==> config.mk <==
export PLATFORM = sky130hd
export DESIGN_NAME = mux81_scan_seq_flat
export DESIGN_NICKNAME = d
export VERILOG_FILES = /design/src/rtl/mux81_scan_seq_if.sv /design/src/rtl/mux81_scan_seq.sv /design/src/flat_wrapper.sv
export SDC_FILE = /design/constraint.sdc
export NUM_CORES = 1
export LEC_CHECK = 0
export BUFFER_PORTS_ARGS = -buffer_cell sky130_fd_sc_hd__buf_2
export CAP_MARGIN = 20
export CORE_UTILIZATION = 45
export DETAILED_ROUTE_END_ITERATION = 10
export GPL_TIMING_DRIVEN = 0
export PLACE_DENSITY = 0.66
export SYNTH_ARGS = -nofsm -noshare
export SYNTH_HDL_FRONTEND = slang
export SYNTH_SLANG_ARGS = --single-unit
==> constraint.sdc <==
create_clock -name clk -period 2.27 [get_ports clk]
set_input_delay 0.3405 -clock clk [delete_from_list [all_inputs] [get_ports clk]]
set_output_delay 0.3405 -clock clk [all_outputs]
set_load 0.02 [all_outputs]
==> src/rtl/mux81_scan_seq_if.sv <==
// Bus between the scan sequencer and its surroundings: start/mask request,
// the mux81 select/output pair, and the assembled result with valid/busy.
interface mux81_scan_seq_if;
  logic       start;
  logic [7:0] mask;
  logic       mux_out;
  logic [2:0] sel;
  logic [7:0] data;
  logic       valid;
  logic       busy;

  modport master (output start, mask, mux_out, input sel, data, valid, busy);
  modport slave  (input start, mask, mux_out, output sel, data, valid, busy);
endinterface

==> src/rtl/mux81_scan_seq.sv <==
// Channel-scan sequencer for an 8:1 bit mux: steps sel 0..7, settles, samples
// enabled channels into a byte and pulses valid when the scan completes.
module mux81_scan_seq #(
  parameter int SETTLE = 2
) (
  input logic             clk,
  input logic             rst,
  mux81_scan_seq_if.slave bus
);

  localparam int CW = (SETTLE < 1) ? 1 : $clog2(SETTLE + 1);
  localparam logic [CW-1:0] SETTLE_CNT = CW'(SETTLE);

  typedef enum logic [1:0] {
    ST_IDLE,
    ST_SETTLE,
    ST_SAMPLE,
    ST_DONE
  } state_t;

  state_t        state;
  logic [2:0]    ch;
  logic [2:0]    sel_q;
  logic [CW-1:0] cnt;
  logic [7:0]    mask_q;
  logic [7:0]    data_q;
  logic          valid_q;
  logic          busy_q;

  // Skipped channels cost one cycle; enabled ones hold sel for SETTLE+1 cycles
  // before the SAMPLE cycle. Channel 7 always exits to DONE.
  always_ff @(posedge clk) begin
    if (rst) begin
      state   <= ST_IDLE;
      ch      <= '0;
      sel_q   <= '0;
      cnt     <= '0;
      mask_q  <= '0;
      data_q  <= '0;
      valid_q <= 1'b0;
      busy_q  <= 1'b0;
    end else begin
      valid_q <= 1'b0;
      case (state)
        ST_IDLE: begin
          if (bus.start) begin
            mask_q <= bus.mask;
            data_q <= '0;
            ch     <= '0;
            sel_q  <= '0;
            cnt    <= '0;
            busy_q <= 1'b1;
            state  <= ST_SETTLE;
          end
        end
        ST_SETTLE: begin
          if (!mask_q[ch]) begin
            data_q[ch] <= 1'b0;
            if (ch == 3'd7) begin
              valid_q <= 1'b1;
              state   <= ST_DONE;
            end else begin
              ch    <= ch + 3'd1;
              sel_q <= ch + 3'd1;
              cnt   <= '0;
              state <= ST_SETTLE;
            end
          end else if (cnt == SETTLE_CNT) begin
            state <= ST_SAMPLE;
          end else begin
            cnt <= cnt + CW'(1);
          end
        end
        ST_SAMPLE: begin
          data_q[ch] <= bus.mux_out;
          if (ch == 3'd7) begin
            valid_q <= 1'b1;
            state   <= ST_DONE;
          end else begin
            ch    <= ch + 3'd1;
            sel_q <= ch + 3'd1;
            cnt   <= '0;
            state <= ST_SETTLE;
          end
        end
        ST_DONE: begin
          busy_q <= 1'b0;
          state  <= ST_IDLE;
        end
        default: begin
          busy_q <= 1'b0;
          state  <= ST_IDLE;
        end
      endcase
    end
  end

  assign bus.sel   = sel_q;
  assign bus.data  = data_q;
  assign bus.valid = valid_q;
  assign bus.busy  = busy_q;

endmodule

==> src/flat_wrapper.sv <==
// flat-port wrapper written by rule: the top's interface ports become plain ports
module mux81_scan_seq_flat 
#(
  parameter int SETTLE = 2
)
  (clk, rst, bus_start, bus_mask, bus_mux_out, bus_sel, bus_data, bus_valid, bus_busy);
  mux81_scan_seq_if bus_i ();
  input logic clk;
  input logic rst;
  input wire logic [$bits(bus_i.start)-1:0] bus_start;
  input wire logic [$bits(bus_i.mask)-1:0] bus_mask;
  input wire logic [$bits(bus_i.mux_out)-1:0] bus_mux_out;
  output wire logic [$bits(bus_i.sel)-1:0] bus_sel;
  output wire logic [$bits(bus_i.data)-1:0] bus_data;
  output wire logic [$bits(bus_i.valid)-1:0] bus_valid;
  output wire logic [$bits(bus_i.busy)-1:0] bus_busy;
  assign bus_i.start = bus_start;
  assign bus_i.mask = bus_mask;
  assign bus_i.mux_out = bus_mux_out;
  assign bus_sel = bus_i.sel;
  assign bus_data = bus_i.data;
  assign bus_valid = bus_i.valid;
  assign bus_busy = bus_i.busy;
  mux81_scan_seq #(.SETTLE(SETTLE)) u_core (.clk(clk), .rst(rst), .bus(bus_i));
endmodule
==> After elaboration in Yosys (flattened, before gate mapping) <==
Cells that the tools add are included.
{ "word_totals": {"inputBits": 12, "ff_bits": 28, "word_cells": 62} }
{ "classes": {"addsub": 2, "reduce_logical": 9, "n_lt_le_gt_ge": 2, "eq_ne": 9, "muxes": 30, "bitwise_logic": 2} }
{ "op_table": {"columns": ["op", "count"], "rows": [
  ["8-bit case mux with 3 select lines", 1],
  ["3-bit case mux with 3 select lines", 2],
  ["2-bit 2-to-1 mux", 8],
  ["8-bit 2-to-1 mux", 2],
  ["3-bit 2-to-1 mux", 5],
  ["8-bit bitwise AND", 1],
  ["8-bit bitwise mux", 1],
  ["8-bit inverter", 1],
  ["2-bit case mux with 4 select lines", 1],
  ["2-bit equality test (second input constant)", 3],
  ["3-bit != test (second input constant)", 2],
  ["2-bit case mux with 3 select lines", 1],
  ["2-bit AND reduction", 3],
  ["3-bit AND reduction", 2],
  ["1-bit 2-to-1 mux", 5],
  ["3-bit by 4-bit less-than comparator with 1-bit output (second input constant)", 1],
  ["2-bit != test (second input constant)", 2],
  ["1-bit case mux with 2 select lines", 2],
  ["3-bit by 1-bit adder with 3-bit output (second input constant)", 1],
  ["1-bit binary-select mux with 3-bit select", 1],
  ["1-bit demux with 3-bit select", 1],
  ["3-bit equality test (second input constant)", 1],
  ["3-bit by 1-bit greater-or-equal comparator with 1-bit output (second input constant)", 1],
  ["3-bit nonzero test", 1],
  ["other kinds (5)", 5]
]} }

==> Longest topological paths before layout <==
{ "depth": {"depth_word": 8, "mapped_depth": 10, "ltp_nobuf": 8} }

==> Worst setup path before layout <==
OpenSTA, ideal clock, no wires.
{ "synth_path": {"path_kind": "register -> register", "startpoint": "register u_core.ch[1]", "endpoint": "register u_core.ch[0]", "t_arrival_ns": 1.834, "setup_slack_ns": 0.304, "path_stages_with_launch": 9, "setup_ns": 0.132, "path_buffers": 2, "cell_sequence": "dfxtp_1 buf_6 mux2i_1 nor2_1 a221o_2 o22a_2 buf_6 o21ai_1 a21oi_1"} }
{ "synth_via": {"elab_chain_cells": 4, "elab_cells_between_ends": 8, "cone_classes": "eq/ne (2); mux (5); reduce/logical (1)"} }
{ "synth_rtl": {"columns": ["element", "line", "source"], "rows": [
  ["from (decl)", "mux81_scan_seq.sv:22", "logic [2:0] ch;"],
  ["from (signal assigned)", "mux81_scan_seq.sv:63", "ch <= ch + 3'd1;"],
  ["from (signal assigned)", "mux81_scan_seq.sv:80", "ch <= ch + 3'd1;"],
  ["1-bit binary-select mux with 3-bit select / 3-bit equality test (equally long branches)", "mux81_scan_seq.sv:57, mux81_scan_seq.sv:59, mux81_scan_seq.sv:76", null],
  ["1-bit 2-to-1 mux (not written as such) / 3-bit 2-to-1 mux (equally long branches)", null, null],
  ["2-bit != test (no source line) / 3-bit 2-to-1 mux (equally long branches)", null, null],
  ["3-bit AND reduction (no source line) / 3-bit case mux with 3 select lines (equally long branches)", null, null]
]} }
Parallel ways exist; a longest one is shown, timed or not. The select of a mux whose other input is x is not followed.
A chain may end at the register's enable or synchronous reset.

==> Final worst setup path <==
{ "layout_path": {"startpoint": "register u_core.state[0]", "endpoint": "register u_core.data_q[1], in the netlist u_core.bus.data[1]"} }
{ "layout_via": {"elab_chain_cells": 3, "elab_cells_between_ends": 8, "cone_classes": "eq/ne (4); mux (1); reduce/logical (3)"} }
{ "layout_rtl": {"columns": ["element", "line", "source"], "rows": [
  ["from (decl)", "mux81_scan_seq.sv:21", "state_t state;"],
  ["from (signal assigned)", "mux81_scan_seq.sv:34", "state <= ST_IDLE;"],
  ["from (signal assigned)", "mux81_scan_seq.sv:53", "state <= ST_SETTLE;"],
  ["from (signal assigned)", "mux81_scan_seq.sv:61", "state <= ST_DONE;"],
  ["2-bit by 1-bit equality test with 1-bit output (tied with other cells)", "mux81_scan_seq.sv:44", "case (state)"],
  ["2-bit != test (no source line) / 3-bit nonzero test (equally long branches)", null, null],
  ["3-bit AND reduction (no source line)", null, null],
  ["to (signal, indexed assignment)", "mux81_scan_seq.sv:75", "data_q[ch] <= bus.mux_out;"],
  ["to (decl)", "mux81_scan_seq.sv:26", "logic [7:0] data_q;"]
]} }
Parallel ways exist; a longest one is shown, timed or not.

==> summary.txt <==
Clock tree
  – Root buf cell: clkbuf_4
  – H-tree depth: 1
  – Clk pin slew, worst setup/hold paths: 0.14 ns
  – Clock latency at the later pin of the worst-skew pair: 0.33 ns
  – Clock buffer depth: 2
  – CTS tree: yes
  – CTS Buf Count: 3
  – Sink Count: 25

Final layout
  – Number of diodes: 0
  – NumNets Final: 231
  – Core occupancy in the finished layout: roughly 55%
  – Layout area overhead: 13.5%
  – Fillers: 303
  – Register Area: ~500 sq um
  – Multi-input logic area: around 900 sq um
  – Layout cells sized above 1: 23.3%

Global routing
  – Gr usage total: 21.2%
  – Pin count of the biggest net entering global routing: 15
  – Number of global-route vias before repair: 1217
  – Antenna violations before repair: 0
  – GRT overflow: 0
  – Global-route wire length before repair: 5.66 mm

Timing
  – Final Hold Violating Endpoints: 0
  – Worst-Margin Slew: 0.551 ns
  – Clock Skew: 0.00560 ns
  – Max Clk Rate: approximately 0.47 GHz
  – Tmin final: 2.14 ns
  – Final Cycle Share: 94.4%
  – Worst slew margin: a little over three fifths
  – Unrepaired setup endpoints after global routing: false
  – Final setup viols: 0
  – Setup ws final: 0.126 ns
  – Slew Viols, Final: 0
  – Setup tns final: 0 ns

Critical path
  – CP Cell Sequence: inv_1 -> ha_1 -> buf_2 -> nor2b_1 -> nor2_1 -> o21ai_1 -> o22a_2 -> buf_6 -> o21ai_2 -> a21oi_1
  – Crit-path slowest cell: dfxtp_2
  – Crit Path Max Fanout: 10
  – Slowest stage delay, CP: between 0.3 and 0.4 ns
  – Crit path kind: flop to flop
  – Setup crit end kind: flop
  – Arr. time, crit path: 2.35 ns
  – Worst setup SP type: flop
  – Worst Path Required: 2.48 ns

Logic synthesis
  – Mean Syn Cell Area: 8.07 sq um
  – Synth warn: 0
  – Cell count after synthesis: approximately 180
  – Cell variety after synth: 42
  – Net Count, Synth: 203
  – Register area share after synthesis: around 34%
  – Synth Register Bits: 25
  – Cell Area, Synth: 0.00148 sq mm

Floorplanning
  – Die Y: between 50 and 60 microns
  – Placeable Area: 0.00308 sq mm
  – Top-level I/O count: 25
  – Site Rows: 20
  – Die Width: 59.3 microns
  – Die area: 0.00352 sq mm
  – Initial Utilization: slightly below 50%

Drt
  – Via count: around 1400
  – Max Used Layer: met4
  – Wirelength per Cell: 13.6 microns
  – DRT met1 WL: 1.73 mm
  – WL met3: between 90 and 100 microns
  – Met2 wire length: approximately 1.6 mm
  – DR pass1 iterations: 4
  – Wirelength, routed: 3.46 mm
  – DRT iter0 DRCs: 38
  – Residual DRC count: 0
  – Via density: 5.41
  – Antenna Nets Post-Route: 0

Job
  – Maxcap violations: 0

Status
  – Outcome: finished, final reports clean

Placed design
  – Place WS: between 0.1 and 0.15 ns
  – Final weighted congestion in routability-driven placement: 0.839
  – # port buffers: 23
  – Hpwl dp: 2.55 mm

Pwr
  – Cell Pwr Density: 556 mW/mm^2
  – Max VDD drop: 0.429 mV
  – Leak: 0.000666 uW

Worst hold path
  – Hold WC Path Type: primary input to flop
==> cells in the mapped netlist, drive strengths merged <==
cell / instances / share of area, %
a21oi: 25 / 8.5
dfxtp: 25 / 34
nand2: 19 / 4.8
nand3: 17 / 5.8
o21ai: 15 / 6.1
nor2: 11 / 2.8
ha: 8 / 6.8
clkbuf: 7 / 1.8
nor3: 7 / 2.4
buf: 5 / 2.5
nand2b: 5 / 2.1
nor2b: 5 / 2.1
inv: 4 / 1.0
nor3b: 3 / 2.2
a221oi: 2 / 2.0
a31oi: 2 / 0.85
and2: 2 / 0.85
mux2: 2 / 1.5
a211o: 1 / 0.59
a21o: 1 / 0.51
a221o: 1 / 0.76
a31o: 1 / 0.59
and2b: 1 / 0.68
and3: 1 / 0.42
and3b: 1 / 0.68
and4b: 1 / 0.93
mux2i: 1 / 0.68
nand3b: 1 / 0.51
nor4: 1 / 0.42
o2111ai: 1 / 0.59
o211ai: 1 / 0.51
o221ai: 1 / 0.59
o22a: 1 / 0.68
o22ai: 1 / 1.4
o31ai: 1 / 0.51
o32ai: 1 / 0.59
or2: 1 / 0.42
==> where the power goes <==
part	total, uW	switching, uW	internal [uW]
Combinational	254	163	91.2
Sequential	471	12.5	459
Clock	207	141	66.2
==> kinds of logic (layout without fill, tap and decap cells) <==
group / count (synthesis) / after routing / synth area share [%]
DFF: 25 / 25 / 33.9
and+or+nand+nor: 76 / 76 / 27.1
buffers and inverters: 16 / 43 / 5.33
AOI/OAI and AO/OA: 55 / 55 / 24.7
muxes: 3 / 3 / 2.20
adders and majority gates: 8 / 8 / 6.77
==> final cells by class <==
class	instances	share of cell area [%]
Sequential cell	25	30.0
Multi-Input combinational cell	142	53.5
Timing Repair Buffer	23	6.86
Inverter	4	0.895
Clock buffer	3	1.34
Tap cell	44	3.28
Clock inverter	1	0.298
Buffer	12	3.80
==> layout by cell type (no fill, tap or decap), drive strengths merged, types with 2 or more instances in the layout <==
cell type	netlist	final
nand2b	5	5
nand2	19	19
ha	8	8
dfxtp	25	25
inv	4	4
a221oi	2	2
nand3	17	17
and2	2	2
buf	5	28
o21ai	15	15
nor3	7	7
nor2b	5	5
nor3b	3	3
a31oi	2	2
clkbuf	7	10
mux2	2	2
a21oi	25	25
nor2	11	11
==> sequential cells by signal, summed over array words and instances (netlist names) <==
name              count
u_core.bus.busy       1
u_core.bus.data       8
u_core.bus.valid      1
u_core.ch             3
u_core.cnt            2
u_core.mask_q         8
u_core.state          2
==> routing by layer <==
metal	track usage, %	vias up
li1	-	708
met1	29.3	640
met2	33.1	24
met3	4.59	2
met4	6.12	0
met5	0	-
==> metrics by stage <==
stage | hold slack [ns] | instance area [sq um] | total power, uW | instances
3_3_place_gp | 0.444 | 1650 | 723 | 250
6_report | 0.245 | 1680 | 933 | 254
5_1_grt | 0.253 | 1680 | 981 | 254
3_5_place_dp | 0.451 | 1650 | 730 | 250
4_1_cts | 0.240 | 1680 | 933 | 254
2_1_floorplan | 0.431 | 1480 | 669 | 183
==> what timing repair did <==
item	CTS	global route
resized for setup	0	2
endpoints found under the setup margin	0	4
endpoints found under the hold margin	0	0
buffers inserted	0	0
hold buffers	0	0
==> worst max-delay path, delay by kind of cell (launching register included) <==
kind                     cells  cell delay [ns]
flip-flops                   1             0.37
adder cells (fa/ha/maj)      1             0.23
AND/OR/NAND/NOR              2             0.34
buffers and inverters        3             0.43
AO/OA/AOI/OAI                4             0.66
==> final timing paths <==
path	end	cells after the start	slack, ns	startpoint
setup reg to reg	u_core.bus.data[1]$_SDFFE_PP0P_	10	0.13	u_core.state[0]$_SDFFE_PP0P_
setup / recovery	u_core.bus.data[1]$_SDFFE_PP0P_	10	0.13	u_core.state[0]$_SDFFE_PP0P_
hold / removal	u_core.mask_q[5]$_SDFFE_PP0P_	3	0.25	bus_mask[5]
hold reg to reg	u_core.bus.data[6]$_SDFFE_PP0P_	2	0.47	u_core.bus.data[6]$_SDFFE_PP0P_
Note: power is estimated with default switching activity, not from simulation.
